$ cat src/rtl/gray_step_tracker.sv
// gray_step_tracker
//
// Follows a 2-bit Gray-coded position input that is asynchronous to clk.
// It keeps a wrapping position count, pulses step on each legal move,
// remembers the direction of the last move, and flags illegal double-bit
// jumps with a sticky error plus a saturating error count.
//
// Ports
//   clk      in   single clock, rising edge
//   res      in   synchronous active-high reset
//   gray_in  in   [1:0] Gray code from upstream (asynchronous)
//   clr_err  in   synchronous clear of err / err_cnt
//   pos      out  [POS_W-1:0] position, wraps modulo 2^POS_W
//   step     out  one-cycle pulse per legal transition
//   dir      out  1 = last legal step forward, 0 = backward
//   err      out  sticky illegal-transition flag
//   err_cnt  out  [3:0] illegal-transition count, saturates at 15
//
// state  | meaning
// WARMUP | synchroniser filling after reset; no step/err generated
// TRACK  | comparing synchronised input against prev each cycle

module gray_step_tracker #(
    parameter int POS_W       = 8,
    parameter int SYNC_STAGES = 2
) (
    input  logic             clk,
    input  logic             res,
    input  logic [1:0]       gray_in,
    input  logic             clr_err,
    output logic [POS_W-1:0] pos,
    output logic             step,
    output logic             dir,
    output logic             err,
    output logic [3:0]       err_cnt
);

    typedef enum logic {
        WARMUP = 1'b0,
        TRACK  = 1'b1
    } state_t;

    // Holds up to SYNC_STAGES-1 for the legal range 2..4.
    localparam int CNT_W = 2;
    localparam logic [CNT_W-1:0] WARM_LOAD = CNT_W'(SYNC_STAGES - 1);

    state_t                        state_q, state_d;
    logic [SYNC_STAGES-1:0][1:0]   sync_q, sync_d;
    logic [CNT_W-1:0]              warm_q, warm_d;
    logic [1:0]                    prev_q, prev_d;
    logic [POS_W-1:0]              pos_q, pos_d;
    logic                          step_q, step_d;
    logic                          dir_q, dir_d;
    logic                          err_q, err_d;
    logic [3:0]                    err_cnt_q, err_cnt_d;

    logic [1:0] sync_out;
    logic [1:0] diff;
    logic       is_fwd;
    logic       is_illegal;
    logic       is_back;

    // Forward successor in the sequence 00 -> 01 -> 11 -> 10 -> 00.
    function automatic logic [1:0] gray_fwd(input logic [1:0] g);
        logic [1:0] n;
        case (g)
            2'b00:   n = 2'b01;
            2'b01:   n = 2'b11;
            2'b11:   n = 2'b10;
            default: n = 2'b00;
        endcase
        return n;
    endfunction

    assign sync_out   = sync_q[SYNC_STAGES-1];
    assign diff       = sync_out ^ prev_q;
    assign is_fwd     = (sync_out == gray_fwd(prev_q));
    assign is_illegal = (diff == 2'b11);
    assign is_back    = (diff != 2'b00) && !is_fwd && !is_illegal;

    always_comb begin
        // Stage 0 takes the raw input; the last stage is the only one used.
        sync_d    = {sync_q[SYNC_STAGES-2:0], gray_in};
        state_d   = state_q;
        warm_d    = warm_q;
        prev_d    = prev_q;
        pos_d     = pos_q;
        step_d    = 1'b0;
        dir_d     = dir_q;
        err_d     = err_q;
        err_cnt_d = err_cnt_q;

        case (state_q)
            WARMUP: begin
                if (warm_q == '0) begin
                    state_d = TRACK;
                    // Baseline is the value sync_out takes at this edge, so
                    // an input held steady through reset and warm-up is
                    // already the reference on the first TRACK cycle.
                    prev_d  = sync_d[SYNC_STAGES-1];
                end else begin
                    warm_d = warm_q - 1'b1;
                end
                if (clr_err) begin
                    err_d     = 1'b0;
                    err_cnt_d = 4'd0;
                end
            end

            TRACK: begin
                if (is_illegal) begin
                    // Resynchronise to whatever arrived; a clear in the same
                    // cycle still leaves this one error recorded.
                    prev_d = sync_out;
                    err_d  = 1'b1;
                    if (clr_err) begin
                        err_cnt_d = 4'd1;
                    end else if (err_cnt_q != 4'd15) begin
                        err_cnt_d = err_cnt_q + 4'd1;
                    end
                end else begin
                    if (clr_err) begin
                        err_d     = 1'b0;
                        err_cnt_d = 4'd0;
                    end
                    if (is_fwd) begin
                        pos_d  = pos_q + POS_W'(1);
                        dir_d  = 1'b1;
                        step_d = 1'b1;
                        prev_d = sync_out;
                    end else if (is_back) begin
                        pos_d  = pos_q - POS_W'(1);
                        dir_d  = 1'b0;
                        step_d = 1'b1;
                        prev_d = sync_out;
                    end
                end
            end

            default: begin
                state_d = WARMUP;
                warm_d  = WARM_LOAD;
            end
        endcase
    end

    always_ff @(posedge clk) begin
        if (res) begin
            state_q   <= WARMUP;
            sync_q    <= '0;
            warm_q    <= WARM_LOAD;
            prev_q    <= 2'b00;
            pos_q     <= '0;
            step_q    <= 1'b0;
            dir_q     <= 1'b1;
            err_q     <= 1'b0;
            err_cnt_q <= 4'd0;
        end else begin
            state_q   <= state_d;
            sync_q    <= sync_d;
            warm_q    <= warm_d;
            prev_q    <= prev_d;
            pos_q     <= pos_d;
            step_q    <= step_d;
            dir_q     <= dir_d;
            err_q     <= err_d;
            err_cnt_q <= err_cnt_d;
        end
    end

    assign pos     = pos_q;
    assign step    = step_q;
    assign dir     = dir_q;
    assign err     = err_q;
    assign err_cnt = err_cnt_q;

endmodule

$ cat config.mk
export PLATFORM = sky130hd
export DESIGN_NAME = gray_step_tracker
export DESIGN_NICKNAME = d
export VERILOG_FILES = /design/src/rtl/gray_step_tracker.sv
export SDC_FILE = /design/constraint.sdc
export NUM_CORES = 1
export LEC_CHECK = 0
export CAP_MARGIN = 20
export CORE_ASPECT_RATIO = 0.8
export CORE_UTILIZATION = 45
export CTS_CLUSTER_DIAMETER = 100
export DETAILED_ROUTE_END_ITERATION = 8
export GPL_ROUTABILITY_DRIVEN = 1
export PLACE_DENSITY_LB_ADDON = 0.12
export SLEW_MARGIN = 20
export SYNTH_ARGS = -nofsm -noshare
export SYNTH_HDL_FRONTEND = slang
export SYNTH_SLANG_ARGS = --single-unit
$ cat constraint.sdc
create_clock -name clk -period 2.7 [get_ports clk]
set_input_delay 0.54 -clock clk [delete_from_list [all_inputs] [get_ports clk]]
set_output_delay 0.54 -clock clk [all_outputs]
set_load 0.005 [all_outputs]
-- After elaboration in Yosys (flattened, before gate mapping)
Cells that the tools add are included.
- bitwise gates (word level): 4
- reduce and logical (&&, ||, !) cells: 12
- add/sub/neg operators: 4
- shift operators: 0
- multiply operators: 0
- magnitude comparators: 0
- equality and inequality tests: 8
- multiplexer cells: 22
- div/mod/pow operators: 0
- operators with widths (kind ; count):
    two-way mux 4 bit ; 4
    two-way mux 8 bit ; 2
    adder 8 x 1 -> 8 bit (second input constant) ; 1
    two-way mux 1 bit ; 8
    two-way mux 2 bit ; 4
    case mux 4 bit (2 select lines) ; 1
    subtractor 8 x 1 -> 8 bit (second input constant) ; 1
    case mux 2 bit (3 select lines) ; 1
    adder 4 x 1 -> 4 bit (second input constant) ; 1
    == test 2 bit (second input constant) ; 2
    zero test 2 bit ; 2
    inequality test 4 x 1 -> 1 bit (second input constant) ; 1
    inequality test 4 x 3 -> 1 bit (second input constant) ; 1
    inequality test 4 bit (second input constant) ; 1
    case mux 2 bit (2 select lines) ; 1
    AND reduction 2 bit ; 2
    nonzero test 2 bit ; 2
    NOT 1 bit ; 3
    AND reduction 3 bit ; 1
    OR reduction 3 bit ; 1
    == test 2 x 1 -> 1 bit (second input constant) ; 1
    == test 2 bit ; 1
    logical AND 1 bit ; 2
    zero test 1 bit ; 2
    4 further kinds ; 4
- bits in read-only memories: 0
- output and inout bits: 15
- memories: 0
- bits in latches: 0
- flip-flop bits (word level): 24
- logic and storage cells: 60
- memory bits (writable): 0

-- Logic depth before layout (Yosys ltp)
Gate-level depths: netlist of run 1.
- depth in word-level cells: 10
- gate-level depth with buffers: 9
- depth with buffers taken out: 9

-- Least setup slack after synthesis of run 1
Ideal clock, no wire load.
- path kind: reg-to-reg
- from: register sync_q (netlist bit sync_out[0])
- to: register pos_q[7], in the netlist pos[7]
- data required time: 2.577 ns
- arrival: 2.059 ns
- setup time: 0.123 ns
- setup slack: 0.517 ns
- clock period less this slack: 2.183 ns
- cell stages (with the launch flop): 9
- cell sequence: dfxtp_1 -> xor2_1 -> nand2_1 -> ha_1 -> a21o_1 -> a31o_2 -> o21a_1 -> o21a_1 -> mux2_1
- longest elaborated chain between the ends: 6
- ends and longest elaborated chain (element ; line ; source):
    start, declared ; 48 ; logic [SYNC_STAGES-1:0][1:0] sync_q, sync_d;
    start signal, assigned ; 160 ; sync_q <= sync_d;
    bitwise XOR 2 bit or == test 2 bit (tied branches) ; 76, 77 ;
    == test 2 bit, or another cell as far along ; 78 ; assign is_illegal = (diff == 2'b11);
    zero test 1 bit or logical AND 1 bit (tied branches) ; 79 ; assign is_back = (diff != 2'b00) && !is_fwd && !is_illegal;
    logical AND 1 bit ; 79 ;
    nonzero test 2 bit (no source line) ; - ;
    AND reduction 3 bit (no source line) ; - ;
    end signal, assigned ; 163 ; pos_q <= pos_d;
    end, declared ; 51 ; logic [POS_W-1:0] pos_q, pos_d;
Parallel ways exist; a longest one is shown, timed or not.
A chain may end at the register's enable or synchronous reset.

-- Worst setup path after layout of run 1
Same ends and word-level chain as after synthesis.

==> reports/qor.yml, run 1 <==
outcome:
  outcome: "completed"
placed_design:
  dp_cells: 188
  dp_hpwl_um: 1730
  gp_congestion: 0.826
  port_buffers: 19
final_layout:
  nFillCells: 231
  drive_above_1_share_pct: 3.85
  num_antenna_cells: 0
  area_growth_pct: 21.2
  instances_no_fill: 192
  final_nets: 171
pwr:
  power.density_mw_per_mm2: 717
  ir_drop_uv: 493
  leakage_nw: 0.614
  fin_total_pwr_mw: 1.05
critical_path:
  cp-startpoint: "sync_out[0]"
  arrival_ns: 2.61
  cp_max_fo: 7
  end_kind: "register"
  crit_type: "reg2reg"
  rrSetupSlack_ns: 0.32
  critPathLaunchType: "register"
  r2r-start: "sync_out[0]"
  required_ns: 2.93
logic_synthesis:
  synthCells: 137
  synthArstFlopShare_pct: 0
  synth_top_family_by_area: "simple AND/OR/NAND/NOR gates"
  synth_simple_gate_area_share_pct: 19.4
  synth_flop_cell: "dfxtp_1"
  synth_fa_ha_area_share_pct: 9.94
  synth_seq_cells: 24
  ys_warn_count: 0
  syn_area_sq_mm: 0.00121
  synth_xor_area_share_pct: 7.97
  seq_area_frac_synth_pct: 39.8
  synth_edf_count: 0
  ys_types: 33
  avgSynthCellArea_sq_um: 8.82
  synth_compound_area_share_pct: 15.2
  syn-num-nets: 151
  synthMuxAreaShare_pct: 3.42
floorplan:
  die_h_um: 48.4
  die_width_um: 59.9
  start_util_pct: 48.3
  core-area_sq_mm: 0.00250
  io_pins: 20
  rows: 16
  die_area_sq_mm: 0.00290
hold_path:
  hold_start: "sync_d[2]"
  hold_class: "reg2reg"
global_routing:
  grt_overflow: 0
  grt_pass1_wl_um: 3880
  antenna_found_initial: 0
  grt_pass1_vias: 881
  grt_usage_pct: 17.6
  grt_max_degree: 20
cts:
  clock_sinks: 24
  postCtsSetupBuffers: 0
  cts_tree: "done"
  cts_made_buffers: 3
  cts-root-buf: "clkbuf_4"
  clockBufferDepth: 2
  cts-htree-levels: 1
  hold_buffers: 0
  post_cts_resized: 0
  clk_latency_ns: 0.32
  path_clk_slew_ns: 0.14
timing:
  period_needed_ns: 2.38
  maxSlewHeadroom_pct: 53.9
  fin_crit_sh_pct: 88.3
  setup_violations: 0
  rsz0062_at_grt: "false"
  finalClockSkew_ns: 0.00866
  worst_pin_slew_ns: 0.689
  drv_slew: 0
  max_freq_mhz: 420
  finalHoldViolations: 0
  fin_tns_setup_ns: 0
route:
  post_drt_wl_per_cell_um: 12.1
  firstDrtPassIters: 4
  vias: 974
  wl_um: 2320
  vias_per_cell: 5.07
  antenna_left: 0
  drcViolationCount: 0
  drtIter0Drc: 29
run:
  max-cap-violations: 0
## cell families (layout without fill, tap and decap cells)
group,count (synthesis),in the layout
adder cells (fa/ha/maj),9,9
buffers and inverters,13,32
AO/OA/AOI/OAI,27,27
multiplexers,4,4
AND/OR/NAND/NOR,49,49
flip-flops,24,24
XOR/XNOR,11,11
## flip-flops by register name (all words and copies together), names as in the netlist
name and flops:
pos 8, err_cnt 4, err 1, warm_q 2, state_q 1, sync_d 2
prev_q 2, dir 1, step 1, sync_out 2
## layout make-up
class / count / area [sq um] / area share (%)
Multi-Input combinational cell: 100 / 676 / 46.1
Sequential cell: 24 / 480 / 32.8
Timing Repair Buffer: 20 / 198 / 13.5
Tap cell: 36 / 45.0 / 3.07
Clock buffer: 4 / 36.3 / 2.48
Inverter: 8 / 30.0 / 2.05
## layout by cell type, fill, tap and decap left out
cell,netlist,layout
inv_1,8,8
nand2b_1,2,2
o21a_1,3,3
fa_1,1,1
a2111oi_0,1,1
and3_1,2,2
mux2_1,1,1
a31oi_1,1,1
a2111o_1,1,1
buf_4,1,1
ha_1,8,8
nor2_1,14,14
a22o_1,1,1
clkdlybuf4s50_1,0,19
mux2i_1,3,3
a21oi_1,10,10
nor2b_1,7,7
clkbuf_8,0,1
nand3_1,1,1
o31a_1,1,1
xor2_1,5,5
clkbuf_4,0,3
nand2_1,14,14
and2_1,1,1
o311ai_1,1,1
nor3_1,3,3
o21ai_0,2,2
dfxtp_1,24,24
nand4_1,3,3
nand3b_1,2,2
a31o_2,1,1
a21o_1,2,2
a2111oi_1,1,1
a211oi_1,2,2
xnor2_1,6,6
## synthesized netlist by cell type, drive strengths merged (2+ instances only)
cell / number / area (sq um)
o21a: 3 / 22.5
a2111oi: 2 / 18.8
ha: 8 / 100
mux2i: 3 / 30.0
and3: 2 / 12.5
nor2: 14 / 52.6
nand3b: 2 / 15.0
o21ai: 2 / 10.0
nor2b: 7 / 43.8
xnor2: 6 / 52.6
nand4: 3 / 18.8
clkbuf: 4 / 15.0
a21o: 2 / 15.0
a21oi: 10 / 50.1
nand2: 14 / 52.6
inv: 8 / 30.0
dfxtp: 24 / 480
nand2b: 2 / 12.5
nor3: 3 / 15.0
a211oi: 2 / 15.0
xor2: 5 / 43.8
## where the power goes
part / total, mW / internal [mW] / switching [mW]
sequential: 0.446 / 0.402 / 0.0439
combinational: 0.412 / 0.202 / 0.210
clock: 0.193 / 0.0825 / 0.110
## worst max-delay path, cell delays in order (launching register included)
cell,delay [ns]
dfxtp_1,0.40
xor2_1,0.15
nand2_1,0.20
ha_1,0.40
a21o_1,0.21
a31o_2,0.26
o21a_1,0.17
o21a_1,0.20
mux2_1,0.30
## through the flow
stage                     cell area (sq um)  util, %  setup WS [ns]  hold slack, ns
after detailed placement               1430     57.1          0.332           0.461
after global placement                 1430     57.1          0.372           0.461
after floorplan                        1210        -          0.517           0.438
after global routing                   1470     58.6          0.229           0.488
final                                  1470     58.6          0.317           0.477
after CTS                              1470     58.6          0.323           0.482
## routing by layer
metal	wire [um]	global-route usage, %	up-vias	part of all wire [%]
met2	996	26.1	14	43
met4	37	5.81	0	1.6
met1	1210	23.4	444	52
li1	-	-	510	-
met5	0	0	-	0
met3	75	6.68	6	3.2
## final timing paths
path                 end  depth (start not counted)
min reg2reg  sync_out[0]                          1
min          sync_out[0]                          1
max reg2reg       pos[7]                          8
max               pos[7]                          8
Power figures use the tool's default switching activity.
==> inputs of run 2 (changes only) <==
--- a/config.mk
+++ b/config.mk
@@ -16,3 +16,4 @@
 export SYNTH_ARGS = -nofsm -noshare
 export SYNTH_HDL_FRONTEND = slang
 export SYNTH_SLANG_ARGS = --single-unit
+export TNS_END_PERCENT = 50
==> results of run 2 <==
Final layout, timing and power as in run 1 (identical DEF).
==> inputs of run 3 (changes only) <==
--- a/config.mk
+++ b/config.mk
@@ -16,4 +16,3 @@
 export SYNTH_ARGS = -nofsm -noshare
 export SYNTH_HDL_FRONTEND = slang
 export SYNTH_SLANG_ARGS = --single-unit
-export TNS_END_PERCENT = 50
==> results of run 3 <==
Final layout, timing and power as in run 1 (identical DEF).
